===== src/rtl/link_pkg.sv =====
// Shared serial-link definitions used by both the transmit and receive ends.
// Holds the packet/frame sizes, the FSM state encoding and the parity sense.
package link_pkg;

  localparam int PKT_W      = 55;
  localparam int FRAME_BITS = 57;
  localparam bit PARITY_ODD = 1'b1;
  localparam int CNT_W      = 6;

  typedef enum logic [2:0] {
    ST_IDLE   = 3'd0,
    ST_START  = 3'd1,
    ST_DATA   = 3'd2,
    ST_PARITY = 3'd3,
    ST_GAP    = 3'd4
  } link_state_e;

endpackage


===== src/rtl/transmitter_if.sv =====
// Packet handshake between the router core (master) and the transmitter (slave).
// A packet moves on a rising edge where TX_Data_Valid && TX_Ready; the source holds
// valid and data stable until that edge, and TX_Ready does not depend on valid.
interface transmitter_if #(
    parameter int DATA_W = 55
);
    logic              TX_Data_Valid;
    logic [DATA_W-1:0] TX_Data;
    logic              TX_Ready;

    modport master (output TX_Data_Valid, output TX_Data, input TX_Ready);
    modport slave  (input TX_Data_Valid, input TX_Data, output TX_Ready);
endinterface


===== src/rtl/transmit_protocol.sv =====
// Serializer datapath: shift register, bit counter, parity register and the S_Data flop.
// Each edge sets S_Data to the value belonging to the state that starts on that edge.
module transmit_protocol
    import link_pkg::*;
#(
    parameter int DATA_W = PKT_W
) (
    input  logic              clk,
    input  logic              rst_n,
    input  link_state_e       state,
    input  logic              load,
    input  logic [DATA_W-1:0] data,
    output logic              last_bit,
    output logic              s_data
);

    logic [DATA_W-1:0] shift_q;
    logic [CNT_W-1:0]  cnt_q;
    logic              parity_q;

    assign last_bit = (cnt_q == '0);

    always_ff @(posedge clk or negedge rst_n) begin
        if (!rst_n) begin
            shift_q  <= '0;
            cnt_q    <= '0;
            parity_q <= 1'b0;
            s_data   <= 1'b0;
        end else begin
            s_data <= 1'b0;
            case (state)
                ST_IDLE: begin
                    if (load) begin
                        shift_q  <= data;
                        parity_q <= PARITY_ODD ? ~^data : ^data;
                        s_data   <= 1'b1;
                    end
                end
                ST_START: begin
                    s_data  <= shift_q[DATA_W-1];
                    shift_q <= shift_q << 1;
                    cnt_q   <= CNT_W'(DATA_W - 1);
                end
                ST_DATA: begin
                    // cnt_q counts the bits still to follow the one on the line now
                    if (cnt_q != '0) begin
                        s_data  <= shift_q[DATA_W-1];
                        shift_q <= shift_q << 1;
                        cnt_q   <= cnt_q - 1'b1;
                    end else begin
                        s_data <= parity_q;
                    end
                end
                default: ;
            endcase
        end
    end

endmodule


===== src/rtl/transmitter.sv =====
// Serial transmit stage: accepts a packet over the handshake, then frames it on S_Data
// as start bit, MSB-first data, odd parity and a forced-low idle gap.
module transmitter
    import link_pkg::*;
#(
    parameter int DATA_W  = PKT_W,
    parameter int GAP_CYC = 2
) (
    input  logic         Clk_S,
    input  logic         Rst_n,
    transmitter_if.slave tx,
    output logic         S_Data,
    output link_state_e  dbg_state
);

    localparam int GAP_W = (GAP_CYC > 1) ? $clog2(GAP_CYC) : 1;

    link_state_e      state_q, state_d;
    logic [GAP_W-1:0] gap_q, gap_d;
    logic             ready;
    logic             accept;
    logic             last_bit;

    assign ready       = (state_q == ST_IDLE);
    assign tx.TX_Ready = ready;
    assign accept      = tx.TX_Data_Valid && ready;
    assign dbg_state   = state_q;

    always_ff @(posedge Clk_S or negedge Rst_n) begin
        if (!Rst_n) begin
            state_q <= ST_IDLE;
            gap_q   <= '0;
        end else begin
            state_q <= state_d;
            gap_q   <= gap_d;
        end
    end

    always_comb begin
        state_d = ST_IDLE;
        gap_d   = gap_q;
        case (state_q)
            ST_IDLE:   state_d = accept ? ST_START : ST_IDLE;
            ST_START:  state_d = ST_DATA;
            ST_DATA:   state_d = last_bit ? ST_PARITY : ST_DATA;
            ST_PARITY: begin
                state_d = ST_GAP;
                gap_d   = GAP_W'(GAP_CYC - 1);
            end
            ST_GAP: begin
                if (gap_q == '0) begin
                    state_d = ST_IDLE;
                end else begin
                    state_d = ST_GAP;
                    gap_d   = gap_q - 1'b1;
                end
            end
            default:   state_d = ST_IDLE;
        endcase
    end

    transmit_protocol #(
        .DATA_W(DATA_W)
    ) u_protocol (
        .clk     (Clk_S),
        .rst_n   (Rst_n),
        .state   (state_q),
        .load    (accept),
        .data    (tx.TX_Data),
        .last_bit(last_bit),
        .s_data  (S_Data)
    );

endmodule


===== src/flat_wrapper.sv =====
// flat-port wrapper written by rule: the top's interface ports become plain ports
module transmitter_flat import link_pkg::*;
#(
    parameter int DATA_W  = PKT_W,
    parameter int GAP_CYC = 2
)
  (Clk_S, Rst_n, S_Data, dbg_state, tx_TX_Data_Valid, tx_TX_Data, tx_TX_Ready);
  transmitter_if #(.DATA_W(DATA_W)) tx_i ();
  input  logic Clk_S;
  input  logic Rst_n;
  output logic S_Data;
  output link_state_e dbg_state;
  input wire logic [$bits(tx_i.TX_Data_Valid)-1:0] tx_TX_Data_Valid;
  input wire logic [$bits(tx_i.TX_Data)-1:0] tx_TX_Data;
  output wire logic [$bits(tx_i.TX_Ready)-1:0] tx_TX_Ready;
  assign tx_i.TX_Data_Valid = tx_TX_Data_Valid;
  assign tx_i.TX_Data = tx_TX_Data;
  assign tx_TX_Ready = tx_i.TX_Ready;
  transmitter #(.DATA_W(DATA_W), .GAP_CYC(GAP_CYC)) u_core (.Clk_S(Clk_S), .Rst_n(Rst_n), .tx(tx_i), .S_Data(S_Data), .dbg_state(dbg_state));
endmodule

===== config.mk =====
export PLATFORM = sky130hd
export DESIGN_NAME = transmitter_flat
export DESIGN_NICKNAME = d
export VERILOG_FILES = /design/src/rtl/link_pkg.sv /design/src/rtl/transmitter_if.sv /design/src/rtl/transmit_protocol.sv /design/src/rtl/transmitter.sv /design/src/flat_wrapper.sv
export SDC_FILE = /design/constraint.sdc
export NUM_CORES = 1
export LEC_CHECK = 0
export ABC_AREA = 1
export BUFFER_PORTS_ARGS = -buffer_cell sky130_fd_sc_hd__buf_2
export CAP_MARGIN = 20
export CORE_UTILIZATION = 57
export DETAILED_ROUTE_END_ITERATION = 10
export GPL_ROUTABILITY_DRIVEN = 1
export PLACE_DENSITY = 0.86
export SYNTH_ARGS = -nofsm -noshare
export SYNTH_HDL_FRONTEND = slang
export SYNTH_SLANG_ARGS = --single-unit

===== constraint.sdc =====
create_clock -name Clk_S -period 2 [get_ports Clk_S]
set_clock_uncertainty 0.1 [all_clocks]
set_input_delay 0.4 -clock Clk_S [delete_from_list [all_inputs] [get_ports Clk_S]]
set_output_delay 0.4 -clock Clk_S [all_outputs]
set_load 0.01 [all_outputs]

==> run summary <==
* **CTS tree** built
* **global-route wire length before repair** 15,400 µm
* **number of CTS-inserted buffers** 9
* **hold crit path type** in2reg
* **Clock Latency Late Sink** 350 ps
* **Worst path top cell family by delay** simple AND/OR/NAND/NOR gates
* **Crit path largest cell delay** 450 ps
* **result of the run** finished, final reports clean
* **ratio of cells with drive above 1 in the final layout** 16.8%
* **cell at the slowest stage of the critical path** sky130_fd_sc_hd__dfrtp_2
* **level count of the clock H-tree** 3
* **number of nets in the final layout** 745
* **worst-path maximum fanout** 32
* **average cell area after synthesis** 6.76 µm²
* **ANT nets after route** 0
* **number of ports placed on the die boundary** 63
* **most common library cell in the layout ignoring fill and taps** sky130_fd_sc_hd__nand2_1
* **Max Cap Viol** 0
* **flip-flop and latch count after synthesis** 67
* **Clock transition at path regs** 70 ps
* **CP Data Arrival Time** 2040 ps
* **final hold violation count** 0
* **Relative slew margins** 73.0%
* **register area share after synthesis** 40.6%
* **number of buffer and inverter stages on the critical path** 2
* **post-route clock period utilization** 95.8%
* **nature of the critical path endpoint** register
* **remaining design rule violation count** 0
* **min cycle time layout** 1920 ps
* **number of unique standard cell types used by synthesis** 22
* **number of failing setup endpoints in the final timing report** 0
* **logic depth of the worst register-to-register path** 7
* **Detailed Routing Iterations Pass 1** 5
* **Port Buf Inserts** 62
* **CP startpoint** u_core.dbg_state[0]$_DFF_PN0_
* **Die Height** 87.1 µm
* **first-iteration detailed-routing DRC count** 257
* **starting density of the core** 59.7%
* **register-to-register setup slack** 80 ps
* **die area** 0.00758 mm²
* **synthesized instance count** 610
* **antenna violations before repair** 0
* **floorplan core area** 0.00691 mm²
* **source of the worst register-to-register timing path** u_core.dbg_state[0]$_DFF_PN0_
* **reported leakage power** 0.00279 µW
* **Vias** 4,150
* **overall power consumption** 2960 µW
* **Worst IR Drop VDD** 0.356 mV
* **wirelength, routed** 9800 µm
* **Final Max Slew Viols** 0
* **clock root buffer** sky130_fd_sc_hd__clkbuf_8
* **pin slew with the least headroom to its limit** 404 ps
* **commonest non-fill, non-tap cells in the layout** sky130_fd_sc_hd__nand2_1, sky130_fd_sc_hd__nor2_1, sky130_fd_sc_hd__dfrtp_1
* **last weighted congestion value of the routability-driven placer** 0.794
* **Antenna Cells** 0
* **r2r endpoint** u_core.u_protocol.shift_q[36]$_DFFE_PN0P_
* **data required time at the worst endpoint** 2130 ps
* **total track usage** 25.8%
* **cells along the critical path** nor3_4 -> mux2i_2 -> nor2_4 -> buf_12 -> clkbuf_16 -> nor2_1 -> a31oi_1
* **maximum operating frequency** 522 MHz
* **cell area after synthesis** 0.00413 mm²
* **maximum number of pins on one net before global-route repair** 68
* **Clock Tree Buf Depth** 2
* **crit path capture** u_core.u_protocol.shift_q[36]$_DFFE_PN0P_
* **cell count along the critical path** 7
* **power density over the cells** 598 mW/mm²
* **kind of critical path** reg2reg
* **count of warnings emitted by yosys** 0
* **number of global-route vias before repair** 3,772
* **Setup crit start kind** register
* **depth of the worst hold-timing path** 3
* **detailed-route wire length per cell** 12.5 µm
* **Syn Nets** 669
* **detail-routed via count per cell** 5.28
* **std cell rows** 30
* **clock tree sinks** 67
* **sum of net half-perimeters after detailed placement** 6490 µm
* **aggregate global routing overflow** 0
* **Die Wd** 87.1 µm
* **final cell count without fillers** 786
* **number of placed cells counting well taps** 755
* **Syn-to-layout area delta** 20.0%
[what timing repair did]
item | in CTS | in global routing
gates resized for setup | 0 | 13
gates cloned | 0 | 2
endpoints found under the hold margin | 67 | 0
setup buffers | 3 | 10
hold buffers | 1 | 0
endpoints found under the setup margin | 6 | 54
pin swaps | 1 | 3
[state kept, by name (all words and copies together) (netlist names)]
register                    count
u_core.u_protocol.cnt_q         6
u_core.gap_q                    1
u_core.u_protocol.s_data        1
u_core.u_protocol.parity_q      1
u_core.u_protocol.shift_q      55
u_core.dbg_state                3
[worst min-delay path, delay by kind of cell]
kind	cells	cell delay, ps
buf+inv	1	110
compound gates	1	70
simple gates	1	60
[per-stage QoR]
| stage | hold WS [ps] | setup TNS [ps] | util [%] | setup WS, ps | area [µm²] |
|---|---|---|---|---|---|
| finish | 228 | 0 | 71.7 | 83.7 | 4950 |
| global route | 248 | -221 | 71.7 | -37.2 | 4950 |
| CTS | 221 | 0 | 69.3 | 6.37 | 4790 |
| detailed placement | 344 | -10.3 | 66.0 | -9.31 | 4560 |
| global placement | 342 | 0 | 66.0 | 86.4 | 4560 |
| floorplan | 4.41 | 0 | - | 179 | 4130 |
[cell usage after synthesis]
cell	instances	area, µm²
sky130_fd_sc_hd__buf_2	13	65.1
sky130_fd_sc_hd__buf_1	1	3.75
sky130_fd_sc_hd__ha_1	1	12.5
sky130_fd_sc_hd__a21oi_1	3	15.0
sky130_fd_sc_hd__nand4_1	2	12.5
sky130_fd_sc_hd__xnor2_1	18	158
sky130_fd_sc_hd__xor2_1	16	140
sky130_fd_sc_hd__nand2_1	284	1070
sky130_fd_sc_hd__a31oi_1	53	332
sky130_fd_sc_hd__a22oi_1	1	7.51
sky130_fd_sc_hd__clkbuf_1	7	26.3
sky130_fd_sc_hd__o21ai_0	10	50.1
sky130_fd_sc_hd__nand3_1	11	55.1
sky130_fd_sc_hd__mux2i_1	1	10.0
sky130_fd_sc_hd__nor2_1	67	251
sky130_fd_sc_hd__inv_2	2	7.51
sky130_fd_sc_hd__nor2_4	1	11.3
sky130_fd_sc_hd__buf_4	2	15.0
sky130_fd_sc_hd__o211ai_1	1	7.51
sky130_fd_sc_hd__inv_1	46	173
sky130_fd_sc_hd__dfrtp_1	67	1680
sky130_fd_sc_hd__nor3_2	3	30.0
[cell type report]
type / count / area, µm²
multi-input combinational: 473 / 2200
fill: 561 / 1960
sequential: 67 / 1680
timing repair buffer: 87 / 572
inverter: 48 / 184
clock buffer: 13 / 159
tap: 96 / 120
clock inverter: 2 / 35.0
[routing by layer]
| layer | up-vias | wire, µm | global-route usage (%) |
|---|---|---|---|
| met4 | 0 | 140 | 10.9 |
| li1 | 2068 | - | - |
| met2 | 117 | 5160 | 47.7 |
| met5 | - | 0 | 0 |
| met3 | 12 | 437 | 3.60 |
| met1 | 1953 | 4070 | 29.5 |
[worst min-delay path by stage]
stage | startpoint | endpoint | slack (ps)
2_1_floorplan | Rst_n | u_core.dbg_state[0]$_DFF_PN0_ | 4
3_3_place_gp | Rst_n | u_core.gap_q$_DFFE_PN0P_ | 340
3_5_place_dp | Rst_n | u_core.gap_q$_DFFE_PN0P_ | 340
4_1_cts | tx_TX_Data[27] | u_core.u_protocol.shift_q[27]$_DFFE_PN0P_ | 220
5_1_grt | tx_TX_Data[29] | u_core.u_protocol.shift_q[29]$_DFFE_PN0P_ | 250
6_report | tx_TX_Data[20] | u_core.u_protocol.shift_q[20]$_DFFE_PN0P_ | 230
[power breakdown]
part	switching [µW]	internal [µW]	leakage (µW)
Clock	501	636	0.0000995
Combinational	293	175	0.00177
Sequential	0	1350	0.000918
Total	795	2170	0.00279
[kinds of logic (layout without fill, tap and decap cells)]
group,count (synthesis),in the layout,share of synthesized area [%]
multiplexers,1,1,0.243
adder cells (fa/ha/maj),1,1,0.303
buffers and inverters,71,150,7.04
AND/OR/NAND/NOR,368,369,34.6
flip-flops,67,67,40.6
AO/OA/AOI/OAI,68,68,9.98
XOR/XNOR,34,34,7.22
Note: power is estimated with default switching activity, not from simulation.
